File: src/rtl/hes_msg_feeder.sv
// Byte feeder for AES_Stream_Cipher: buffers host bytes in a FIFO and presents them
// on a registered output slot, latching the cipher key only at message boundaries.
module hes_msg_feeder #(
  parameter int unsigned DEPTH = 16,
  parameter int unsigned CNT_W = 8
) (
  input  logic             clk,
  input  logic             reset,
  input  logic             s_valid,
  output logic             s_ready,
  input  logic [7:0]       s_data,
  input  logic             s_sof,
  input  logic             key_wr,
  input  logic [7:0]       key_wr_data,
  input  logic             c_ready,
  output logic             c_valid,
  output logic             c_new_message,
  output logic [7:0]       c_key,
  output logic [7:0]       c_data,
  output logic             busy,
  output logic [CNT_W-1:0] msg_count
);

  localparam int unsigned AW = $clog2(DEPTH);

  typedef enum logic {
    NO_MSG,
    IN_MSG
  } state_t;

  state_t           state_q, state_d;
  logic [8:0]       mem_q [DEPTH];
  logic [AW:0]      wr_ptr_q, wr_ptr_d;
  logic [AW:0]      rd_ptr_q, rd_ptr_d;
  logic [7:0]       key_shadow_q, key_shadow_d;
  logic             c_valid_q, c_valid_d;
  logic             c_new_message_q, c_new_message_d;
  logic [7:0]       c_key_q, c_key_d;
  logic [7:0]       c_data_q, c_data_d;
  logic [CNT_W-1:0] msg_count_q, msg_count_d;

  logic       fifo_full, fifo_empty;
  logic       push, pop, msg_start;
  logic [8:0] head;

  // Extra pointer MSB distinguishes full from empty when the index bits match.
  assign fifo_empty = (wr_ptr_q == rd_ptr_q);
  assign fifo_full  = (wr_ptr_q[AW] != rd_ptr_q[AW]) &&
                      (wr_ptr_q[AW-1:0] == rd_ptr_q[AW-1:0]);
  assign head       = mem_q[rd_ptr_q[AW-1:0]];

  assign push      = s_valid && !fifo_full;
  assign pop       = !fifo_empty && (!c_valid_q || c_ready);
  assign msg_start = pop && (head[8] || (state_q == NO_MSG));

  always_comb begin
    wr_ptr_d        = wr_ptr_q;
    rd_ptr_d        = rd_ptr_q;
    state_d         = state_q;
    key_shadow_d    = key_shadow_q;
    c_valid_d       = c_valid_q;
    c_new_message_d = c_new_message_q;
    c_key_d         = c_key_q;
    c_data_d        = c_data_q;
    msg_count_d     = msg_count_q;

    if (push) wr_ptr_d = wr_ptr_q + (AW+1)'(1);
    if (pop)  rd_ptr_d = rd_ptr_q + (AW+1)'(1);
    if (key_wr) key_shadow_d = key_wr_data;

    if (pop) begin
      c_valid_d       = 1'b1;
      c_data_d        = head[7:0];
      c_new_message_d = msg_start;
      if (msg_start) begin
        // Pre-write shadow value: a same-cycle key_wr applies to the next message.
        c_key_d     = key_shadow_q;
        msg_count_d = msg_count_q + CNT_W'(1);
        state_d     = IN_MSG;
      end
    end else if (c_ready) begin
      c_valid_d       = 1'b0;
      c_new_message_d = 1'b0;
    end
  end

  always_ff @(posedge clk) begin
    if (reset) begin
      state_q         <= NO_MSG;
      wr_ptr_q        <= '0;
      rd_ptr_q        <= '0;
      key_shadow_q    <= '0;
      c_valid_q       <= 1'b0;
      c_new_message_q <= 1'b0;
      c_key_q         <= '0;
      c_data_q        <= '0;
      msg_count_q     <= '0;
    end else begin
      state_q         <= state_d;
      wr_ptr_q        <= wr_ptr_d;
      rd_ptr_q        <= rd_ptr_d;
      key_shadow_q    <= key_shadow_d;
      c_valid_q       <= c_valid_d;
      c_new_message_q <= c_new_message_d;
      c_key_q         <= c_key_d;
      c_data_q        <= c_data_d;
      msg_count_q     <= msg_count_d;
    end
  end

  always_ff @(posedge clk) begin
    if (push) mem_q[wr_ptr_q[AW-1:0]] <= {s_sof, s_data};
  end

  assign s_ready       = !fifo_full;
  assign busy          = !fifo_empty || c_valid_q;
  assign c_valid       = c_valid_q;
  assign c_new_message = c_new_message_q;
  assign c_key         = c_key_q;
  assign c_data        = c_data_q;
  assign msg_count     = msg_count_q;

endmodule

File: config.mk
export PLATFORM = sky130hd
export DESIGN_NAME = hes_msg_feeder
export DESIGN_NICKNAME = d
export VERILOG_FILES = /design/src/rtl/hes_msg_feeder.sv
export SDC_FILE = /design/constraint.sdc
export NUM_CORES = 1
export LEC_CHECK = 0
export CAP_MARGIN = 20
export CELL_PAD_IN_SITES_DETAIL_PLACEMENT = 0
export CELL_PAD_IN_SITES_GLOBAL_PLACEMENT = 2
export CORE_MARGIN = 10
export CORE_UTILIZATION = 30
export DETAILED_ROUTE_END_ITERATION = 10
export PLACE_DENSITY_LB_ADDON = 0.08
export SLEW_MARGIN = 20
export SYNTH_ARGS = -nofsm -noshare
export SYNTH_HDL_FRONTEND = slang
export SYNTH_SLANG_ARGS = --single-unit
File: constraint.sdc
create_clock -name clk -period 3.2 [get_ports clk]
set_clock_uncertainty 0.2 [all_clocks]
set_input_delay 0.96 -clock clk [delete_from_list [all_inputs] [get_ports clk]]
set_output_delay 0.96 -clock clk [all_outputs]
set_load 0.1 [all_outputs]
Word level (Yosys, flattened, before mapping)
Memory sizes are Yosys's and may differ from the RTL's. A register that Yosys moved wholly into a read port is not among the register bits.
Cells that the tools add are included.
W data, S select, Z words.
{"block": "classes", "n_addsub": 3, "eq_ne": 3, "mux": 7, "n_bitwise": 1, "n_reduce_logical": 12}
{"operator": "$add A5 B1 Y5 const B", "n": 2}
{"operator": "$add A8 B1 Y8 const B", "n": 1}
{"operator": "$mux W4", "n": 2}
{"operator": "$eq A5 B5 Y1", "n": 1}
{"operator": "$mux W1", "n": 5}
{"operator": "$eq A4 B4 Y1", "n": 1}
{"operator": "$logic_and A1 B1 Y1", "n": 4}
{"operator": "$logic_not A1 Y1", "n": 3}
{"operator": "$logic_or A1 B1 Y1", "n": 3}
{"operator": "$reduce_and A2 Y1", "n": 1}
{"operator": "$reduce_bool A2 Y1", "n": 1}
{"operator": "$ne A1 B1 Y1", "n": 1}
{"operator": "$not A1 Y1", "n": 1}
{"block": "word_totals", "register_bits": 45, "ramBits": 144, "output_inout_bits": 28, "elab_cells": 36, "mem_count": 1}
{"memory": "mem_q", "words": 16, "word_bits": 9, "read_ports": 1, "rd_clocked_by_memory_dff": 1, "write_ports": 1, "line_no": "32", "source": "logic [8:0] mem_q [DEPTH];"}

Depth between registers and ports, before layout
Gate-level depths: netlist (run 1).
{"block": "logic_depth", "ltp_word": 6, "ltp_mapped": 8}

Worst setup path after synthesis (run 1)
No wires, ideal clock.
{"block": "synth_path", "path_kind": "register to output", "from": "register c_valid_q (netlist: c_valid)", "to": "output port busy", "t_arrival_ps": 1765, "required_ps": 2040, "setup_slack_ps": 275, "stages_incl_launch_ff": 2, "path_buffers": 0, "path_cell_list": "dfxtp_1 or3_1"}
{"block": "synth_between", "elab_chain_cells": 1}
{"element": "start, declared", "line_no": "36", "source": "logic c_valid_q, c_valid_d;"}
{"element": "start signal, assigned", "line_no": "103", "source": "c_valid_q <= c_valid_d;"}
{"element": "$logic_or A1 B1 Y1", "line_no": "116", "source": "assign busy = !fifo_empty || c_valid_q;"}
{"element": "end, declared", "line_no": "20", "source": "output logic busy,"}
Every way passes these cells.

Worst setup path after layout (run 1)
{"block": "layout_path", "from": "register wr_ptr_q[2]", "to": "output port busy"}
{"block": "layout_between", "elab_chain_cells": 3}
{"element": "start, declared", "line_no": "33", "source": "logic [AW:0] wr_ptr_q, wr_ptr_d;"}
{"element": "start signal, assigned", "line_no": "100", "source": "wr_ptr_q <= wr_ptr_d;"}
{"element": "$eq A5 B5 Y1", "line_no": "47", "source": "assign fifo_empty = (wr_ptr_q == rd_ptr_q);"}
{"element": "$logic_not A1 Y1", "line_no": "116"}
{"element": "$logic_or A1 B1 Y1", "line_no": "116"}
Every way passes these cells.

==> impl_results.html, run 1 <==
<table>
<tr><th>Metric</th><th>Value</th></tr>
<tr><th colspan="2">Yosys</th></tr>
<tr><td>Synthesized netlist net count</td><td>between 400 and 500</td></tr>
<tr><td>Synthesized-area fraction occupied by and/or/nand/nor cells</td><td>under 10%</td></tr>
<tr><td>Post-synthesis adder-cell area fraction</td><td>0.985%</td></tr>
<tr><td>Multiplexer area fraction after synthesis</td><td>17.1%</td></tr>
<tr><td>Commonest register cell after synthesis</td><td>edfxtp_1</td></tr>
<tr><td>Most numerous cell types in the synthesized netlist</td><td>144 x edfxtp_1, 49 x dfxtp_1, 43 x mux4_2</td></tr>
<tr><td>Sequential element share of the synthesized area</td><td>between 60 and 70%</td></tr>
<tr><td>Post-synthesis area per instance</td><td>~17 sq um</td></tr>
<tr><td>Gate count after technology mapping</td><td>~440</td></tr>
<tr><td>Library cells used by synthesis</td><td>39</td></tr>
<tr><td>Synthesized-area fraction occupied by ao, oa, aoi and oai cells</td><td>~2.6%</td></tr>
<tr><td>Syn. warnings</td><td>0</td></tr>
<tr><td>Area share of the leading cell type in the synthesized netlist</td><td>between 50 and 60%</td></tr>
<tr><td>Library cell with the highest instance count after synthesis</td><td>edfxtp_1</td></tr>
<tr><td>Share of the synthesized netlist area taken by xor and xnor gates</td><td>around 1.3%</td></tr>
<tr><td>Ys async rst share</td><td>0%</td></tr>
<tr><td>Summed instance area of the synthesized netlist</td><td>0.00762 sq mm</td></tr>
<tr><td>Count of flip-flops with a built-in enable after synthesis</td><td>between 100 and 150</td></tr>
<tr><td>Dominant combinational cell family by area after synthesis</td><td>multiplexers</td></tr>
<tr><td>Number of storage elements in the synthesis netlist</td><td>between 150 and 200</td></tr>
<tr><td>Largest cells by area after synthesis</td><td>edfxtp_1 57%, dfxtp_1 13%, mux4_2 13%</td></tr>
<tr><td>Cell taking the most area after synthesis</td><td>edfxtp_1</td></tr>
<tr><th colspan="2">Worst setup path</th></tr>
<tr><td>Data required time at the worst endpoint</td><td>between 2000 and 2500 ps</td></tr>
<tr><td>Cell family with the largest share of critical-path delay</td><td>flip-flops</td></tr>
<tr><td>Slowest cell on crit path</td><td>dfxtp_1</td></tr>
<tr><td>Peak per-stage delay on the critical path</td><td>600 ps</td></tr>
<tr><td>Element type at the critical path end</td><td>output port</td></tr>
<tr><td>Category of the most critical setup path</td><td>reg -&gt; out</td></tr>
<tr><td>Maximum fanout along the worst path</td><td>9</td></tr>
<tr><td>Crit path launch type</td><td>flip-flop</td></tr>
<tr><td>Arrival time reported for the critical path endpoint</td><td>around 1900 ps</td></tr>
<tr><td>WP buf/inv</td><td>1</td></tr>
<tr><td>Worst-path cell chain</td><td>xnor2_1 -&gt; nand4_1 -&gt; or3_1 -&gt; buf_12</td></tr>
<tr><th colspan="2">Placed design</th></tr>
<tr><td>Worst setup slack after placement</td><td>slightly above 300 ps</td></tr>
<tr><td>Port Buffers</td><td>49</td></tr>
<tr><td>Instance area after placement</td><td>0.00862 sq mm</td></tr>
<tr><td>Detailed placement HPWL</td><td>~12 mm</td></tr>
<tr><td>Weighted congestion at the end of routability-driven global placement</td><td>0.706</td></tr>
<tr><th colspan="2">Drt</th></tr>
<tr><td>Detail-routed via count per cell</td><td>between 4 and 5</td></tr>
<tr><td>Initial drt markers</td><td>262</td></tr>
<tr><td>Total routed wirelength</td><td>18.2 mm</td></tr>
<tr><td>Average wire per cell in the routed design</td><td>about 21 um</td></tr>
<tr><td>Post-DRT Antenna Nets</td><td>0</td></tr>
<tr><td>Number of detailed-route iterations in the first pass</td><td>4</td></tr>
<tr><td>DRC errors left</td><td>0</td></tr>
<tr><td>Number of vias after detailed routing</td><td>between 3000 and 4000</td></tr>
<tr><th colspan="2">STA</th></tr>
<tr><td>Final-report setup violation count</td><td>0</td></tr>
<tr><td>Final Hold Vio Count</td><td>0</td></tr>
<tr><td>Slew Limit Fails</td><td>0</td></tr>
<tr><td>Final worst-path setup slack</td><td>about 120 ps</td></tr>
<tr><td>Tightest Pin Transition</td><td>613 ps</td></tr>
<tr><td>Max Clock Freq</td><td>roughly 320 MHz</td></tr>
<tr><td>Final period util</td><td>96.4%</td></tr>
<tr><td>Relative max-transition margin</td><td>just under 60%</td></tr>
<tr><td>Crit path time final</td><td>slightly above 3000 ps</td></tr>
<tr><td>Post-Route Setup TNS</td><td>0 ps</td></tr>
<tr><td>Setup repair after global routing missed its margin</td><td>false</td></tr>
<tr><th colspan="2">Global routing</th></tr>
<tr><td>Initial antenna violation count</td><td>0</td></tr>
<tr><td>Overall global routing resource usage</td><td>a little under an eighth</td></tr>
<tr><td>Total overflow reported by the global router</td><td>0</td></tr>
<tr><td>Global-route wire length before repair</td><td>between 20 and 30 mm</td></tr>
<tr><td>Vias in the first global route</td><td>between 4000 and 5000</td></tr>
<tr><td>Pin count of the biggest net entering global routing</td><td>36</td></tr>
<tr><th colspan="2">Die</th></tr>
<tr><td>Placeable Area</td><td>0.0251 sq mm</td></tr>
<tr><td>Die ar.</td><td>around 0.032 sq mm</td></tr>
<tr><td>Chip Height</td><td>about 180 um</td></tr>
<tr><td>I/O pins</td><td>50</td></tr>
<tr><td>Number of placement rows</td><td>58</td></tr>
<tr><td>Horiz. Die Dim</td><td>about 180 um</td></tr>
<tr><td>Initial core utilization</td><td>30.4%</td></tr>
<tr><th colspan="2">Finish</th></tr>
<tr><td>Area added between synthesis and finish</td><td>20.3%</td></tr>
<tr><td>Total Nets Final</td><td>about 540</td></tr>
<tr><td>Final core area utilization</td><td>between 30% and 40%</td></tr>
<tr><td>Antenna cells</td><td>0</td></tr>
<tr><td>Share of layout cells above drive strength 1</td><td>a little over a quarter</td></tr>
<tr><td>Final std cell area, no fill</td><td>~0.0092 sq mm</td></tr>
<tr><th colspan="2">Clocking</th></tr>
<tr><td>CTS sink cnt</td><td>~190</td></tr>
<tr><td>Resize count post-CTS</td><td>0</td></tr>
<tr><td>Reg clk slew, reported paths</td><td>80 ps</td></tr>
<tr><td>Clock tree from TritonCTS</td><td>yes</td></tr>
<tr><td>Number of buffers inserted for hold repair after clock tree synthesis</td><td>0</td></tr>
<tr><td>Clk buf depth</td><td>2</td></tr>
<tr><td>H-tree depth</td><td>4</td></tr>
<tr><td>Clock Latency Late Sink</td><td>between 400 and 500 ps</td></tr>
<tr><td>Count of buffers added by post-CTS timing repair for setup</td><td>0</td></tr>
<tr><td>Root Driver</td><td>clkbuf_16</td></tr>
<tr><td>Number of buffers inserted during clock tree synthesis</td><td>17</td></tr>
<tr><th colspan="2">Status</th></tr>
<tr><td>Result of the run</td><td>completed</td></tr>
<tr><th colspan="2">Pwr</th></tr>
<tr><td>Static leakage</td><td>0.00313 uW</td></tr>
<tr><td>Power consumption</td><td>just over 7000 uW</td></tr>
<tr><td>Worst ir drop on vdd</td><td>between 0.6 and 0.7 mV</td></tr>
<tr><td>Power Density</td><td>roughly 770 mW/mm^2</td></tr>
<tr><th colspan="2">Min path</th></tr>
<tr><td>Path category of the worst min-delay check</td><td>reg -&gt; reg</td></tr>
<tr><th colspan="2">Run</th></tr>
<tr><td>Maximum capacitance violations</td><td>0</td></tr>
</table>
[placed cells by master, fill, tap and decap left out, types with 6 or more instances in the layout]
master	netlist	layout
nor2_1	29	29
a21oi_1	11	11
dfxtp_1	49	48
xnor2_1	7	7
ha_1	6	6
and3_1	17	17
mux2i_1	28	28
edfxtp_1	144	144
clkdlybuf4s50_1	0	20
buf_4	1	56
nand2b_1	20	20
mux4_2	43	43
clkbuf_16	0	17
inv_1	6	6
[power by group]
| part | leakage, uW | switching, uW | internal [uW] |
|---|---|---|---|
| clock | 0.000266 | 985 | 1020 |
| sequential | 0.00170 | 123 | 2820 |
| combinational | 0.00116 | 1320 | 766 |
[layout make-up]
class	count	area (sq um)
multi-input cells	215	2190
fillers	2406	15900
well taps	330	413
flip-flops and latches	193	5310
clock inverters	14	124
clock buffers	18	429
repair buffers	80	686
inverters	6	22.5
[registers in the layout, indices dropped and copies added, names as in the netlist, named ones only]
register,flops
wr_ptr_q,5
c_valid,1
c_key,8
mem_q,144
rd_ptr_q,5
msg_count,8
key_shadow_q,8
c_data,8
c_new_message,1
state_q,1
[layer usage]
layer  up-vias  share of wire [%]  track usage (%)
li1       1853                  -                -
met1      2020                 46             14.8
met2        68                 49             18.7
met3         9                3.8             2.47
met4         0                1.0             3.57
met5         -                  0                0
[stage by stage]
step,hold WS (ps),std cells
after floorplan,251,437
after global placement,256,824
after detailed placement,262,824
after CTS,276,856
after global routing,308,856
final,273,856
[worst register-to-register path, cell delays in order, from the launching register on]
cell and delay (ps):
dfxtp_1 470, buf_4 540, nand2_1 110, o22a_1 220, a221oi_4 390, buf_4 240
nor3_1 80, mux2_4 320
[logic make-up (layout without fill, tap and decap cells)]
| family | Yosys count | after routing |
|---|---|---|
| flip-flops | 193 | 193 |
| multiplexers | 75 | 75 |
| AND/OR/NAND/NOR | 95 | 95 |
| XOR/XNOR | 11 | 11 |
| buffers and inverters | 29 | 118 |
| AO/OA/AOI/OAI | 28 | 28 |
| adder cells (fa/ha/maj) | 6 | 6 |
[worst paths after layout]
check	end	cells past startpoint	slack, ps	startpoint
worst min register to register	c_key[7]	2	270	key_shadow_q[7]
worst min-delay path	c_key[7]	2	270	key_shadow_q[7]
worst max register to register	msg_count[7]	7	520	flip-flop
worst max-delay path	busy	4	120	wr_ptr_q[2]
Note: power is estimated with default switching activity, not from simulation.
==> inputs of run 2 (changes only) <==
- CAP_MARGIN: 20 -> default
==> results of run 2 <==
Final layout, timing and power as in run 1 (identical DEF).
